==> src/rtl/instr_issue_queue_pkg.sv <==
`default_nettype none
// ============================================================================
// Module  : instr_issue_queue_pkg
// Purpose : Shared types and defaults for the instruction issue queue.
//           - reg_addr_t      : architectural register index
//           - fetch_entry_t   : raw fetch payload (pc + instruction word)
//           - decoded_instr_t : decoded fields used by the grouping rules
//           - reads_reg()     : true if an entry reads a nonzero register
// Revision: 1.0 - initial release
// ============================================================================
package instr_issue_queue_pkg;

    localparam int C_FETCH_NUM = 2;
    localparam int C_ISSUE_NUM = 2;
    localparam int C_DEPTH     = 8;

    typedef logic [4:0] reg_addr_t;

    typedef struct packed {
        logic [31:0] pc;
        logic [31:0] instr;
    } fetch_entry_t;

    typedef struct packed {
        reg_addr_t rs1;
        reg_addr_t rs2;
        reg_addr_t rd;
        logic      is_load;
        logic      is_mem;
        logic      is_controlflow;
    } decoded_instr_t;

    // Register 0 is hardwired, so it never creates a dependency.
    function automatic logic reads_reg(input decoded_instr_t d, input reg_addr_t r);
        return (r != '0) && ((d.rs1 == r) || (d.rs2 == r));
    endfunction

endpackage
`default_nettype wire

==> src/rtl/instr_issue_queue_group_check.sv <==
`default_nettype none
// ============================================================================
// Module  : instr_issue_queue_group_check
// Purpose : Combinational issue-group selector. Given the window at the queue
//           head, returns the longest issuable in-order prefix.
// Ports   : i_stall       - downstream hold, forces an empty group
//           i_win_valid   - window lane exists
//           i_win_dec     - decoded fields per window lane (lane 0 oldest)
//           i_ex_is_load  - EX lane holds a load
//           i_ex_rd       - EX lane destination register
//           o_issue_num   - number of lanes issued
// Revision: 1.0 - initial release
// ============================================================================
module instr_issue_queue_group_check
    import instr_issue_queue_pkg::*;
#(
    parameter int ISSUE_NUM = C_ISSUE_NUM
) (
    input  logic                               i_stall,
    input  logic [ISSUE_NUM-1:0]               i_win_valid,
    input  decoded_instr_t [ISSUE_NUM-1:0]     i_win_dec,
    input  logic [ISSUE_NUM-1:0]               i_ex_is_load,
    input  reg_addr_t [ISSUE_NUM-1:0]          i_ex_rd,
    output logic [$clog2(ISSUE_NUM+1)-1:0]     o_issue_num
);

    localparam int C_NW = $clog2(ISSUE_NUM + 1);

    logic [ISSUE_NUM-1:0] w_lane_ok;
    int                   w_len;
    logic                 w_blocked;
    logic                 w_unused_dec;

    // is_load and the youngest lane's rd do not influence grouping.
    assign w_unused_dec = ^i_win_dec;

    // Per-lane hazard screen against EX loads and older lanes of the group.
    always_comb begin
        w_lane_ok = '0;
        for (int k = 0; k < ISSUE_NUM; k++) begin
            w_lane_ok[k] = i_win_valid[k] && !i_stall;
            for (int j = 0; j < ISSUE_NUM; j++) begin
                if (i_ex_is_load[j] && reads_reg(i_win_dec[k], i_ex_rd[j])) begin
                    w_lane_ok[k] = 1'b0;
                end
            end
            for (int j = 0; j < k; j++) begin
                if (reads_reg(i_win_dec[k], i_win_dec[j].rd)) begin
                    w_lane_ok[k] = 1'b0;
                end
                if (i_win_dec[k].is_mem && i_win_dec[j].is_mem) begin
                    w_lane_ok[k] = 1'b0;
                end
            end
        end
    end

    always_comb begin
        w_len     = 0;
        w_blocked = 1'b0;
        for (int k = 0; k < ISSUE_NUM; k++) begin
            if (!w_blocked && w_lane_ok[k]) begin
                w_len = k + 1;
            end else begin
                w_blocked = 1'b1;
            end
        end
        // A branch must leave together with its delay slot. Dropping a
        // trailing branch can leave another branch last, so walk downward.
        for (int k = ISSUE_NUM - 1; k >= 0; k--) begin
            if ((w_len == k + 1) && i_win_dec[k].is_controlflow) begin
                w_len = k;
            end
        end
    end

    assign o_issue_num = C_NW'(w_len);

endmodule
`default_nettype wire

==> src/rtl/instr_issue_queue.sv <==
`default_nettype none
// ============================================================================
// Module  : instr_issue_queue
// Purpose : DEPTH-entry circular instruction buffer between fetch and execute
//           with in-order multi-issue from the head.
// Ports   : clk, rst_n        - clock, asynchronous active-low reset
//           i_flush           - discard all queued entries (wins over push)
//           i_stall           - issue nothing this cycle
//           i_fetch_valid/entry/decoded - up to FETCH_NUM pushes, lane order
//           o_fetch_ready     - at least FETCH_NUM free slots
//           i_ex_is_load/i_ex_rd - EX stage load tracking for load-use
//           o_issue_entry/decoded/valid/num - issued group, lane 0 oldest
//           o_occupancy       - registered entry count
// Config  : ISSUE_QUEUE_BYPASS_EN - when the queue is empty the window is
//           taken straight from the fetch lanes and only the remainder is
//           stored. Undefined: one-cycle minimum entry-to-issue latency.
// Revision: 1.0 - initial release
// ============================================================================
module instr_issue_queue
    import instr_issue_queue_pkg::*;
#(
    parameter int FETCH_NUM = C_FETCH_NUM,
    parameter int ISSUE_NUM = C_ISSUE_NUM,
    parameter int DEPTH     = C_DEPTH
) (
    input  logic                              clk,
    input  logic                              rst_n,
    input  logic                              i_flush,
    input  logic                              i_stall,
    input  logic [FETCH_NUM-1:0]              i_fetch_valid,
    input  fetch_entry_t [FETCH_NUM-1:0]      i_fetch_entry,
    input  decoded_instr_t [FETCH_NUM-1:0]    i_fetch_decoded,
    output logic                              o_fetch_ready,
    input  logic [ISSUE_NUM-1:0]              i_ex_is_load,
    input  reg_addr_t [ISSUE_NUM-1:0]         i_ex_rd,
    output fetch_entry_t [ISSUE_NUM-1:0]      o_issue_entry,
    output decoded_instr_t [ISSUE_NUM-1:0]    o_issue_decoded,
    output logic [ISSUE_NUM-1:0]              o_issue_valid,
    output logic [$clog2(ISSUE_NUM+1)-1:0]    o_issue_num,
    output logic [$clog2(DEPTH+1)-1:0]        o_occupancy
);

    localparam int C_AW = $clog2(DEPTH);
    localparam int C_CW = $clog2(DEPTH + 1);
    localparam int C_NW = $clog2(ISSUE_NUM + 1);

    fetch_entry_t   r_entry [DEPTH];
    decoded_instr_t r_dec   [DEPTH];
    logic [C_AW-1:0] r_head;
    logic [C_AW-1:0] r_tail;
    logic [C_CW-1:0] r_count;

    logic                           w_bypass;
    logic                           w_do_push;
    logic [ISSUE_NUM-1:0]           w_win_valid;
    fetch_entry_t [ISSUE_NUM-1:0]   w_win_entry;
    decoded_instr_t [ISSUE_NUM-1:0] w_win_dec;
    logic [C_NW-1:0]                w_issue_num;
    logic [C_NW-1:0]                w_skip;
    logic [C_CW-1:0]                w_fetch_cnt;
    logic [C_CW-1:0]                w_push_cnt;
    logic [C_CW-1:0]                w_pop;

    assign o_fetch_ready = (r_count <= C_CW'(DEPTH - FETCH_NUM));
    assign w_do_push     = o_fetch_ready && !i_flush;

`ifdef ISSUE_QUEUE_BYPASS_EN
    assign w_bypass = (r_count == '0) && o_fetch_ready;
`else
    assign w_bypass = 1'b0;
`endif

    // Issue window: lane k maps to head + k, or to fetch lane k on bypass.
    generate
        for (genvar k = 0; k < ISSUE_NUM; k++) begin : g_win
            logic [C_AW-1:0] w_slot;
            assign w_slot = r_head + C_AW'(k);
            if (k < FETCH_NUM) begin : g_fetch_lane
                assign w_win_valid[k] = w_bypass ? i_fetch_valid[k]   : (r_count > C_CW'(k));
                assign w_win_entry[k] = w_bypass ? i_fetch_entry[k]   : r_entry[w_slot];
                assign w_win_dec[k]   = w_bypass ? i_fetch_decoded[k] : r_dec[w_slot];
            end else begin : g_queue_lane
                assign w_win_valid[k] = !w_bypass && (r_count > C_CW'(k));
                assign w_win_entry[k] = r_entry[w_slot];
                assign w_win_dec[k]   = r_dec[w_slot];
            end
            assign o_issue_valid[k] = (w_issue_num > C_NW'(k));
        end
    endgenerate

    instr_issue_queue_group_check #(
        .ISSUE_NUM (ISSUE_NUM)
    ) u_group_check (
        .i_stall      (i_stall),
        .i_win_valid  (w_win_valid),
        .i_win_dec    (w_win_dec),
        .i_ex_is_load (i_ex_is_load),
        .i_ex_rd      (i_ex_rd),
        .o_issue_num  (w_issue_num)
    );

    assign o_issue_num     = w_issue_num;
    assign o_issue_entry   = w_win_entry;
    assign o_issue_decoded = w_win_dec;
    assign o_occupancy     = r_count;

    always_comb begin
        w_fetch_cnt = '0;
        for (int i = 0; i < FETCH_NUM; i++) begin
            w_fetch_cnt = w_fetch_cnt + C_CW'(i_fetch_valid[i]);
        end
    end

    // On bypass the issued fetch lanes are consumed directly and never stored.
    assign w_skip     = w_bypass ? w_issue_num : '0;
    assign w_push_cnt = w_do_push ? (w_fetch_cnt - C_CW'(w_skip)) : '0;
    assign w_pop      = w_bypass ? '0 : C_CW'(w_issue_num);

    // Payload storage needs no reset: occupancy alone qualifies it.
    always_ff @(posedge clk) begin
        if (w_do_push) begin
            for (int i = 0; i < FETCH_NUM; i++) begin
                if (i_fetch_valid[i] && (i >= int'(w_skip))) begin
                    r_entry[r_tail + C_AW'(i - int'(w_skip))] <= i_fetch_entry[i];
                    r_dec[r_tail + C_AW'(i - int'(w_skip))]   <= i_fetch_decoded[i];
                end
            end
        end
    end

    always_ff @(posedge clk or negedge rst_n) begin
        if (!rst_n) begin
            r_head  <= '0;
            r_tail  <= '0;
            r_count <= '0;
        end else if (i_flush) begin
            r_head  <= '0;
            r_tail  <= '0;
            r_count <= '0;
        end else begin
            r_head  <= r_head + C_AW'(w_pop);
            r_tail  <= r_tail + C_AW'(w_push_cnt);
            r_count <= r_count + w_push_cnt - w_pop;
        end
    end

endmodule
`default_nettype wire

==> config.mk <==
export PLATFORM = sky130hd
export DESIGN_NAME = instr_issue_queue
export DESIGN_NICKNAME = d
export VERILOG_FILES = /design/src/rtl/instr_issue_queue_pkg.sv /design/src/rtl/instr_issue_queue_group_check.sv /design/src/rtl/instr_issue_queue.sv
export SDC_FILE = /design/constraint.sdc
export NUM_CORES = 1
export LEC_CHECK = 0
export CORE_ASPECT_RATIO = 2
export CORE_MARGIN = 1
export CORE_UTILIZATION = 40
export CTS_BUF_LIST = sky130_fd_sc_hd__clkbuf_4
export CTS_CLUSTER_DIAMETER = 120
export DETAILED_ROUTE_END_ITERATION = 12
export HOLD_SLACK_MARGIN = 0.1
export SLEW_MARGIN = 20
export SYNTH_ARGS = -nofsm -noshare
export SYNTH_HDL_FRONTEND = slang
export SYNTH_SLANG_ARGS = --single-unit
==> constraint.sdc <==
create_clock -name clk -period 17.1 [get_ports clk]
set_clock_uncertainty 0.1 [all_clocks]
set_input_delay 2.565 -clock clk [delete_from_list [all_inputs] [get_ports clk]]
set_output_delay 2.565 -clock clk [all_outputs]
set_load 0.02 [all_outputs]
== Word-level counts from Yosys, hierarchy flattened ==
Memories as Yosys holds them, arrays and structs flattened.
Index checks and enable logic that the tools add are counted.
Storage, ports and cells
  bits in registers: 10
  bits in latches: 0
  RAM bits: 656
  memory bits (read-only): 0
  input bits: 182
  output and inout port bits: 173
  word-level logic and storage cells: 75
  memories: 2
Operators by class
  add/subtract/negate cells: 7
  multiply operators: 0
  div/mod/pow operators: 0
  magnitude comparators: 5
  eq/ne operators: 12
  shift operators: 0
  multiplexer cells: 20
  bitwise gates (word level): 0
  reduce and logical (&&, ||, !) cells: 26
Memories
  r_entry: depth 8, bits a word 64, read ports 2, clocked after Yosys merged registers in 0, wr ports 2, RTL line instr_issue_queue.sv:47  | fetch_entry_t r_entry [DEPTH];
  r_dec: depth 8, bits a word 18, read ports 2, clocked after Yosys merged registers in 0, wr ports 2, RTL line instr_issue_queue.sv:48  | decoded_instr_t r_dec [DEPTH];
Operators by type and width (number)
  $eq A5 B5 Y1: 10
  $logic_and A1 B1 Y1: 16
  $reduce_bool A5 Y1: 3
  $mux W1: 13
  $gt A4 B1 Y1 const B: 2
  $mux W2: 4
  $add A3 B1 Y3 const B: 2
  $add A3 B2 Y3: 2
  $mux W3: 2
  $logic_or A1 B1 Y1: 5
  $add A4 B2 Y4: 1
  $gt A2 B1 Y1 const B: 2
  $le A4 B3 Y1 const B: 1
  $mux W4: 1
  $sub A4 B2 Y4: 1
  $add A1 B1 Y2: 1
  $eq A2 B1 Y1 const B: 1
  $eq A2 B2 Y1 const B: 1
  $logic_not A1 Y1: 2

== Logic depth before layout (Yosys ltp) ==
Gate-level depths: netlist of the first run.
An unclocked memory read counts as a cell.
  word-level depth: 20
  depth in mapped cells: 21
  mapped depth without buffers: 17

== Cells and area by module ==
Synthesis of the first run repeated with hierarchy kept, for this count alone.
Unflattened totals
  cells, all modules: 2166
  area, all modules: 41613.7 um^2
Modules (own cells, without submodules)
  instr_issue_queue: times used 1, cells an instance 2064, area an instance 40859.2 um^2, sequential area each 19949.1 um^2
  instr_issue_queue_group_check: times used 1, cells an instance 102, area an instance 754.5 um^2, sequential area each 0.0 um^2

== Worst setup path after synthesis of the first run ==
Ideal clock, no wire load.
  kind: input to register
  start point: in i_flush
  end point: mem r_dec[0][0] (netlist bit) (enable)
  library setup time: 0.644 ns
  data arrival time: 9.006 ns
  required time: 16.356 ns
  path slack: 7.350 ns
  cell stages on the path: 3
  path buffers: 0
  path through: nor2b_1 -> nand3b_1 -> o31ai_1
RTL lines
  start: declaration: RTL line instr_issue_queue.sv:28  | input logic i_flush,
  end: declaration: RTL line instr_issue_queue.sv:48

== Worst setup path in the final report of the first run ==
  start point: reg r_head[1]
  end point: out o_issue_valid[0]
On the way
  longest elaborated chain between the ends: 19
  elaborated cells on any way between the ends: 44
  classes of those cells: add/sub (1); order compare (1); eq/ne (12); mux (10); reduce/logical (19); memory (1)
RTL lines
  start: declaration: RTL line instr_issue_queue.sv:49  | logic [C_AW-1:0] r_head;
  start signal: assignment: RTL line instr_issue_queue.sv:141  | r_head <= r_head + C_AW'(w_pop);
  $add A3 B1 Y3: RTL line instr_issue_queue.sv:77  | assign w_slot = r_head + C_AW'(k);
  $mem_v2 Z8 W18 (*)
  $eq A5 B5 Y1: RTL line instr_issue_queue_pkg.sv:35  | return (r != '0) && ((d.rs1 == r) || (d.rs2 == r));
  $logic_or A1 B1 Y1: RTL line instr_issue_queue_pkg.sv:35
  $logic_and A1 B1 Y1: RTL line instr_issue_queue_pkg.sv:35
  $logic_and A1 B1 Y1: RTL line instr_issue_queue_group_check.sv:43  | if (i_ex_is_load[j] && reads_reg(i_win_dec[k], i_ex_rd[j])) begin
  $mux W1 (2 in a row): RTL line instr_issue_queue_group_check.sv:43
  $mux W1: RTL line instr_issue_queue_group_check.sv:48  | if (reads_reg(i_win_dec[k], i_win_dec[j].rd)) begin
  [2 not listed]
  $mux W2: RTL line instr_issue_queue_group_check.sv:62  | if (!w_blocked && w_lane_ok[k]) begin
  $eq A2 B2 Y1: RTL line instr_issue_queue_group_check.sv:71  | if ((w_len == k + 1) && i_win_dec[k].is_controlflow) begin
  $logic_and A1 B1 Y1: RTL line instr_issue_queue_group_check.sv:71
  $mux W2: RTL line instr_issue_queue_group_check.sv:71
  $eq A2 B1 Y1: RTL line instr_issue_queue_group_check.sv:71
  $logic_and A1 B1 Y1: RTL line instr_issue_queue_group_check.sv:71
  $mux W2 (*): RTL line instr_issue_queue_group_check.sv:71
  $gt A2 B1 Y1 (*): RTL line instr_issue_queue.sv:87  | assign o_issue_valid[k] = (w_issue_num > C_NW'(k));
  end: declaration: RTL line instr_issue_queue.sv:38  | output logic [ISSUE_NUM-1:0] o_issue_valid,
Every way passes the cells marked *; elsewhere a longest branch is shown, timed or not.

==> results.py, run 1 <==
metrics = {
    "detailed_routing": {
        "post-route-drc-count": 0,
        "drt-wirelength-per-cell_um": 30.45,
        "drtAntennaViolNets": 0,
        "topRoutingLayerUsed": "met5",
        "avgViaCountPerCell": 6.023,
        "wl_met2_um": 66990,
        "vias": 24960,
        "first_pass_iters": 7,
        "route.met3.wl_um": 7407,
        "wirelength_um": 126200,
        "met1_length_um": 47880,
        "drtIter0Drc": 1442,
    },
    "sta": {
        "worst_slack_ns": 6.966,
        "maxSlewViolCount": 0,
        "worstMarginPinSlew_ns": 1.149,
        "rsz0062_at_grt": "no",
        "max_slew_margin_pct": 23.40,
        "fin_crit_ns": 10.13,
        "setup_tns_ns": 0,
        "min_period_over_period_pct": 59.27,
        "hold_violations": 0,
        "max_freq_mhz": 98.67,
        "finalSetupViolations": 0,
    },
    "power_and_ir_drop": {
        "powerDensity_nw_per_um2": 134.7,
        "p_sw_uw": 2239,
        "p_comb_share_pct": 45.7,
        "clock_power_share_pct": 22.3,
        "p_leak_uw": 0.01492,
        "p_total_uw": 6180,
        "p_seq_share_pct": 32.0,
        "vdd_ir_drop_max_mv": 0.1429,
        "switching_share_pct": 36.23,
        "p_int_uw": 3941,
    },
    "clocking": {
        "cts_tree": "yes",
        "clockRootBuffer": "clkbuf_4",
        "ctsHoldBuffers": 0,
        "cts_setup_buffers": 0,
        "cts.sinks": 666,
        "cts_buffers": 167,
        "clk_pin_slew_ns": 0.08,
        "insertion_delay_ns": 1.09,
        "clk_path_buf_depth": 3,
        "htreeDepth": 4,
        "cts_resized": 0,
    },
    "logic_synthesis": {
        "ys.flop_type": "edfxtp_1",
        "netlist_top_cells_count": "mux2_2, edfxtp_1, mux4_2",
        "avgSynthCellArea_sq_um": 16.16,
        "ys_async_sr_fraction_pct": 1.502,
        "synth_top_cell_area_share_pct": 50.48,
        "yosys_warnings": 0,
        "ys_seq_area_share_pct": 51.12,
        "ys_seq_elements": 666,
        "syn-num-nets": 2612,
        "yosysMostFrequentCell": "mux2_2",
        "synth_area_leader_cell": "edfxtp_1",
        "synthTopCellsByArea": "edfxtp_1, mux2_2, mux4_2, nand2_1, mux2i_1",
        "synth_edf_count": 656,
        "synth.distinct_cells": 58,
        "syn_area_sq_um": 39030,
        "syn_inst": 2415,
    },
    "floorplan": {
        "rows": 161,
        "chipWidth_um": 222.9,
        "design.die.area_sq_um": 98900,
        "core_area_sq_um": 96490,
        "start_util_pct": 40.45,
        "die_y_um": 443.7,
        "ios": 355,
    },
    "global_routing": {
        "grt_max_degree": 136,
        "grtUsageTotal_pct": 25.69,
        "grt_pass1_wl_um": 183000,
        "grt_overflow_total": 0,
        "grt_pass1_vias": 27620,
        "antenna_found_initial": 13,
    },
    "layout": {
        "ff_latch_area_sq_um": 19960,
        "final_cells": 4143,
        "drive_gt1_share_pct": 46.65,
        "multi_input_area_sq_um": 18260,
        "final_nets": 2990,
        "finish.utilization_pct": 47.57,
        "syn_to_final_growth_pct": 17.60,
        "fillCellCount": 8507,
    },
    "run": {
        "max_cap_violations": 0,
    },
    "critical_path": {
        "crit_type": "flip-flop to output port",
        "arrival_ns": 7.47,
        "start_kind": "flip-flop",
        "critPathMaxFanout": 49,
        "critPathCaptureType": "output port",
        "cp.required_ns": 14.44,
    },
    "placement": {
        "pre_cts_ws_ns": 7.962,
        "port_buffers": 354,
        "place_inst": 3846,
        "post-dp-hpwl_um": 73980,
        "gp_congestion": 0.8554,
    },
    "run_status": {
        "status": "finished, final reports clean",
    },
    "hold_path": {
        "hold_class": "flip-flop to flip-flop",
    },
}
## final timing paths
kind                                     start               end  slack [ns]  depth (start not counted)
worst max-delay path                 r_head[1]  o_issue_valid[0]        6.97                         13
worst min-delay path            o_occupancy[0]    o_occupancy[0]        0.63                          2
worst max register to register       r_head[1]    o_occupancy[3]       10.00                         18
worst min register to register  o_occupancy[0]    o_occupancy[0]        0.63                          2
max in group asynchronous                rst_n         r_head[2]       14.44                          1
min in group asynchronous                rst_n    o_occupancy[2]        1.84                          1
## registers in the layout (all words and copies together), names as in the netlist
signal,flops
o_occupancy,4
r_dec,144
r_entry,512
r_head,3
r_tail,3
## per-layer routing
metal  vias to the layer above  global-route usage, %
met4                        18                  9.535
met2                       934                  46.61
met5                         -                      0
li1                      10570                      -
met3                       252                  5.937
met1                     13180                  29.07
## power groups by stage
stage	clock, uW	combinational, uW	sequential [uW]
3_3_place_gp	0	2830	2000
2_1_floorplan	0	1800	1990
6_report	1380	2830	1980
5_1_grt	1490	2990	1980
3_5_place_dp	0	2850	2010
4_1_cts	1430	2870	1980
## cell usage in the layout (no fill, tap or decap), drive strengths merged, types with 16 or more instances in the layout
cell type / Yosys / routed
a22oi: 16 / 16
buf: 92 / 47
clkbuf: 100 / 224
clkdlybuf4s50: 0 / 354
clkinv: 0 / 53
edfxtp: 656 / 656
inv: 27 / 30
mux2: 729 / 729
mux2i: 63 / 63
mux4: 298 / 298
nand2: 244 / 244
nand3: 21 / 21
xnor2: 35 / 35
xor2: 22 / 22
## metrics by stage
stage	area, sq um	hold WS (ns)
floorplan	39030	0.4958
global placement	43780	0.6045
detailed placement	43780	0.6226
CTS	45880	0.6397
global route	45890	0.6873
finish	45900	0.6300
## kinds of logic (layout without fill, tap and decap cells)
| logic type | after synthesis | count (layout) | synth area share (%) |
|---|---|---|---|
| AOI/OAI and AO/OA | 45 | 45 | 1.007 |
| adders and majority gates | 15 | 15 | 0.5386 |
| and+or+nand+nor | 323 | 323 | 3.495 |
| other | 0 | 8 | 0 |
| muxes | 1090 | 1090 | 39.94 |
| buffers and inverters | 219 | 717 | 2.565 |
| xor gates and xnor gates | 57 | 57 | 1.337 |
| DFF | 666 | 666 | 51.12 |
## layout make-up
type                            instances  share of cell area [%]
Antenna cell                            8                 0.04362
Clock buffer                          224                   3.664
Clock inverter                         65                  0.8996
Inverter                               27                  0.2208
Multi-Input combinational cell       1530                   39.78
Sequential cell                       666                   43.49
Tap cell                             1222                   3.331
Timing Repair Buffer                  401                   8.571
## critical path, stage by stage (launching register included)
cell and delay, ns:
dfrtp_4 0.91, buf_4 0.68, buf_4 0.85, buf_4 0.88, mux2i_1 0.21, a22oi_1 0.22, nand2_1 0.15, xor2_1 0.17
nand4_1 0.12, nor3_1 0.06, or4_1 0.67, and4b_1 0.54, o21bai_1 0.17, clkdlybuf4s50_1 0.63
Note: power is estimated with default switching activity, not from simulation.
==> inputs of run 2 (changes only) <==
Clock period 17.1 ns to 8.4 ns, I/O delays scaled along.
==> results.py, run 2 (same netlist as run 1, synthesis figures left out) <==
metrics = {
    "run_status": {
        "status": "finished, final reports clean",
    },
    "detailed_routing": {
        "vias": 25090,
        "drtIter0Drc": 1648,
        "post-route-drc-count": 0,
        "drt-wirelength-per-cell_um": 30.76,
        "avgViaCountPerCell": 6.072,
        "wirelength_um": 127100,
        "first_pass_iters": 5,
        "drtAntennaViolNets": 0,
    },
    "layout": {
        "largest_register_ffs": 512,
        "syn_to_final_growth_pct": 17.53,
        "top_register": "r_entry",
        "finish.utilization_pct": 47.53,
        "drive_gt1_share_pct": 46.38,
        "final_nets": 2981,
        "layout_commonest_cell": "mux2_2",
        "fillCellCount": 8487,
        "fin_area_sq_um": 45870,
        "final_cell_mix": "mux2_2, edfxtp_1, clkdlybuf4s50_1, mux4_2, nand2_1",
    },
    "critical_path": {
        "timing.rr.end": "o_occupancy[3]",
        "start_kind": "flip-flop",
        "critPathCaptureType": "output port",
        "crit_type": "flip-flop to output port",
        "r2r_start": "r_head[0]",
        "arrival_ns": 6.00,
        "worst_r2r_path_depth": 15,
        "ff2ff_setup_slack_ns": 2.79,
        "critPathMaxFanout": 53,
        "cp.required_ns": 7.04,
    },
    "floorplan": {
        "rows": 161,
        "start_util_pct": 40.45,
        "chipWidth_um": 222.9,
        "design.die.area_sq_um": 98900,
        "core_area_sq_um": 96490,
        "ios": 355,
        "die_y_um": 443.7,
    },
    "clocking": {
        "clk_path_buf_depth": 3,
        "clk_pin_slew_ns": 0.08,
        "cts_setup_buffers": 0,
        "cts.sinks": 666,
        "cts_resized": 0,
        "clockRootBuffer": "clkbuf_4",
        "cts_tree": "yes",
        "insertion_delay_ns": 1.09,
        "cts_buffers": 165,
        "htreeDepth": 4,
        "ctsHoldBuffers": 0,
    },
    "run": {
        "max_cap_violations": 0,
    },
    "sta": {
        "setup_tns_ns": 0,
        "worst_slack_ns": 1.040,
        "maxSlewViolCount": 0,
        "fin_crit_ns": 7.360,
        "finalSetupViolations": 0,
        "min_period_over_period_pct": 87.62,
        "hold_violations": 0,
        "rsz0062_at_grt": "no",
        "worstMarginPinSlew_ns": 1.234,
        "max_slew_margin_pct": 17.74,
        "max_freq_mhz": 135.9,
    },
    "global_routing": {
        "grt_max_degree": 106,
        "top_usage_layer": "met2",
        "grt_pass1_vias": 27640,
        "grt.met3_usage_pct": 6.360,
        "grt_overflow_total": 0,
        "met2_usage_pct": 45.89,
        "grt_pass1_wl_um": 184300,
        "grtUsageTotal_pct": 25.81,
        "antenna_found_initial": 16,
        "met1_usage_pct": 29.64,
    },
    "placement": {
        "placed_area_sq_um": 43840,
        "post-dp-hpwl_um": 72670,
        "port_buffers": 354,
        "gp_congestion": 0.8607,
        "pre_cts_ws_ns": 2.068,
    },
    "power_and_ir_drop": {
        "vdd_ir_drop_max_mv": 0.3101,
        "powerDensity_nw_per_um2": 272.6,
        "p_leak_uw": 0.01487,
    },
    "hold_path": {
        "hold_class": "input port to async pin",
    },
}
-- run 2: changes by cell type in the layout (fill, tap and decap cells not counted), sizes merged --
cell | previous run | this run
buf | 47 | 40
inv | 30 | 33
clkinv | 53 | 43
bufinv | 5 | 2
clkinvlp | 4 | 1
clkbuf | 224 | 231
diode | 8 | 11
-- run 2: how the worst max path moves through the flow --
stage,startpoint,end,slack (ns),cells past startpoint
2_1_floorplan,o_occupancy[3],r_dec[6][0],0.13,7
3_3_place_gp,r_head[0],o_issue_valid[0],2.11,10
3_5_place_dp,r_head[0],o_issue_valid[0],2.07,10
4_1_cts,r_head[0],o_issue_valid[0],0.82,10
5_1_grt,r_head[0],o_issue_valid[0],0.64,10
6_report,r_head[0],o_issue_valid[0],1.04,10
-- run 2: metal layers --
| layer | part of all wire [%] | vias up |
|---|---|---|
| met3 | 6.4 | 251 |
| met2 | 53 | 1039 |
| li1 | - | 10530 |
| met5 | 0.076 | - |
| met1 | 38 | 13260 |
| met4 | 3.2 | 16 |
-- run 2: worst max-delay path: stages (launching register included) --
cell and delay, ns:
dfrtp_4 0.78, buf_4 0.79, buf_4 0.71, mux4_2 0.41, mux2_4 0.31, a2111oi_4 0.39, o41ai_2 0.13, a21oi_2 0.15
and4b_1 0.36, o21bai_1 0.15, clkdlybuf4s50_1 0.62
-- run 2: final cells by class --
cell class,instances,area (sq um),area share [%]
multi-input cells,1530,18260,39.81
inverters,27,101.3,0.2210
clock inverters,52,256.5,0.5592
clock buffers,231,1734,3.781
repair buffers,394,4000,8.721
diodes,11,27.53,0.06001
flip-flops and latches,666,19960,43.52
well taps,1222,1529,3.334
-- run 2: power by group --
group / internal, uW / switching, uW
combinational: 2720 / 3050
clock: 1320 / 1370
sequential: 3900 / 139
total: 7940 / 4560
-- run 2: per-stage QoR --
stage / hold WS (ns) / cells / power [uW]
2_1_floorplan: 0.4958 / 2415 / 7725
3_3_place_gp: 0.6042 / 3837 / 9870
3_5_place_dp: 0.6093 / 3839 / 9922
4_1_cts: 0.3303 / 4122 / 12650
5_1_grt: 0.3800 / 4128 / 13080
6_report: 0.4477 / 4133 / 12500
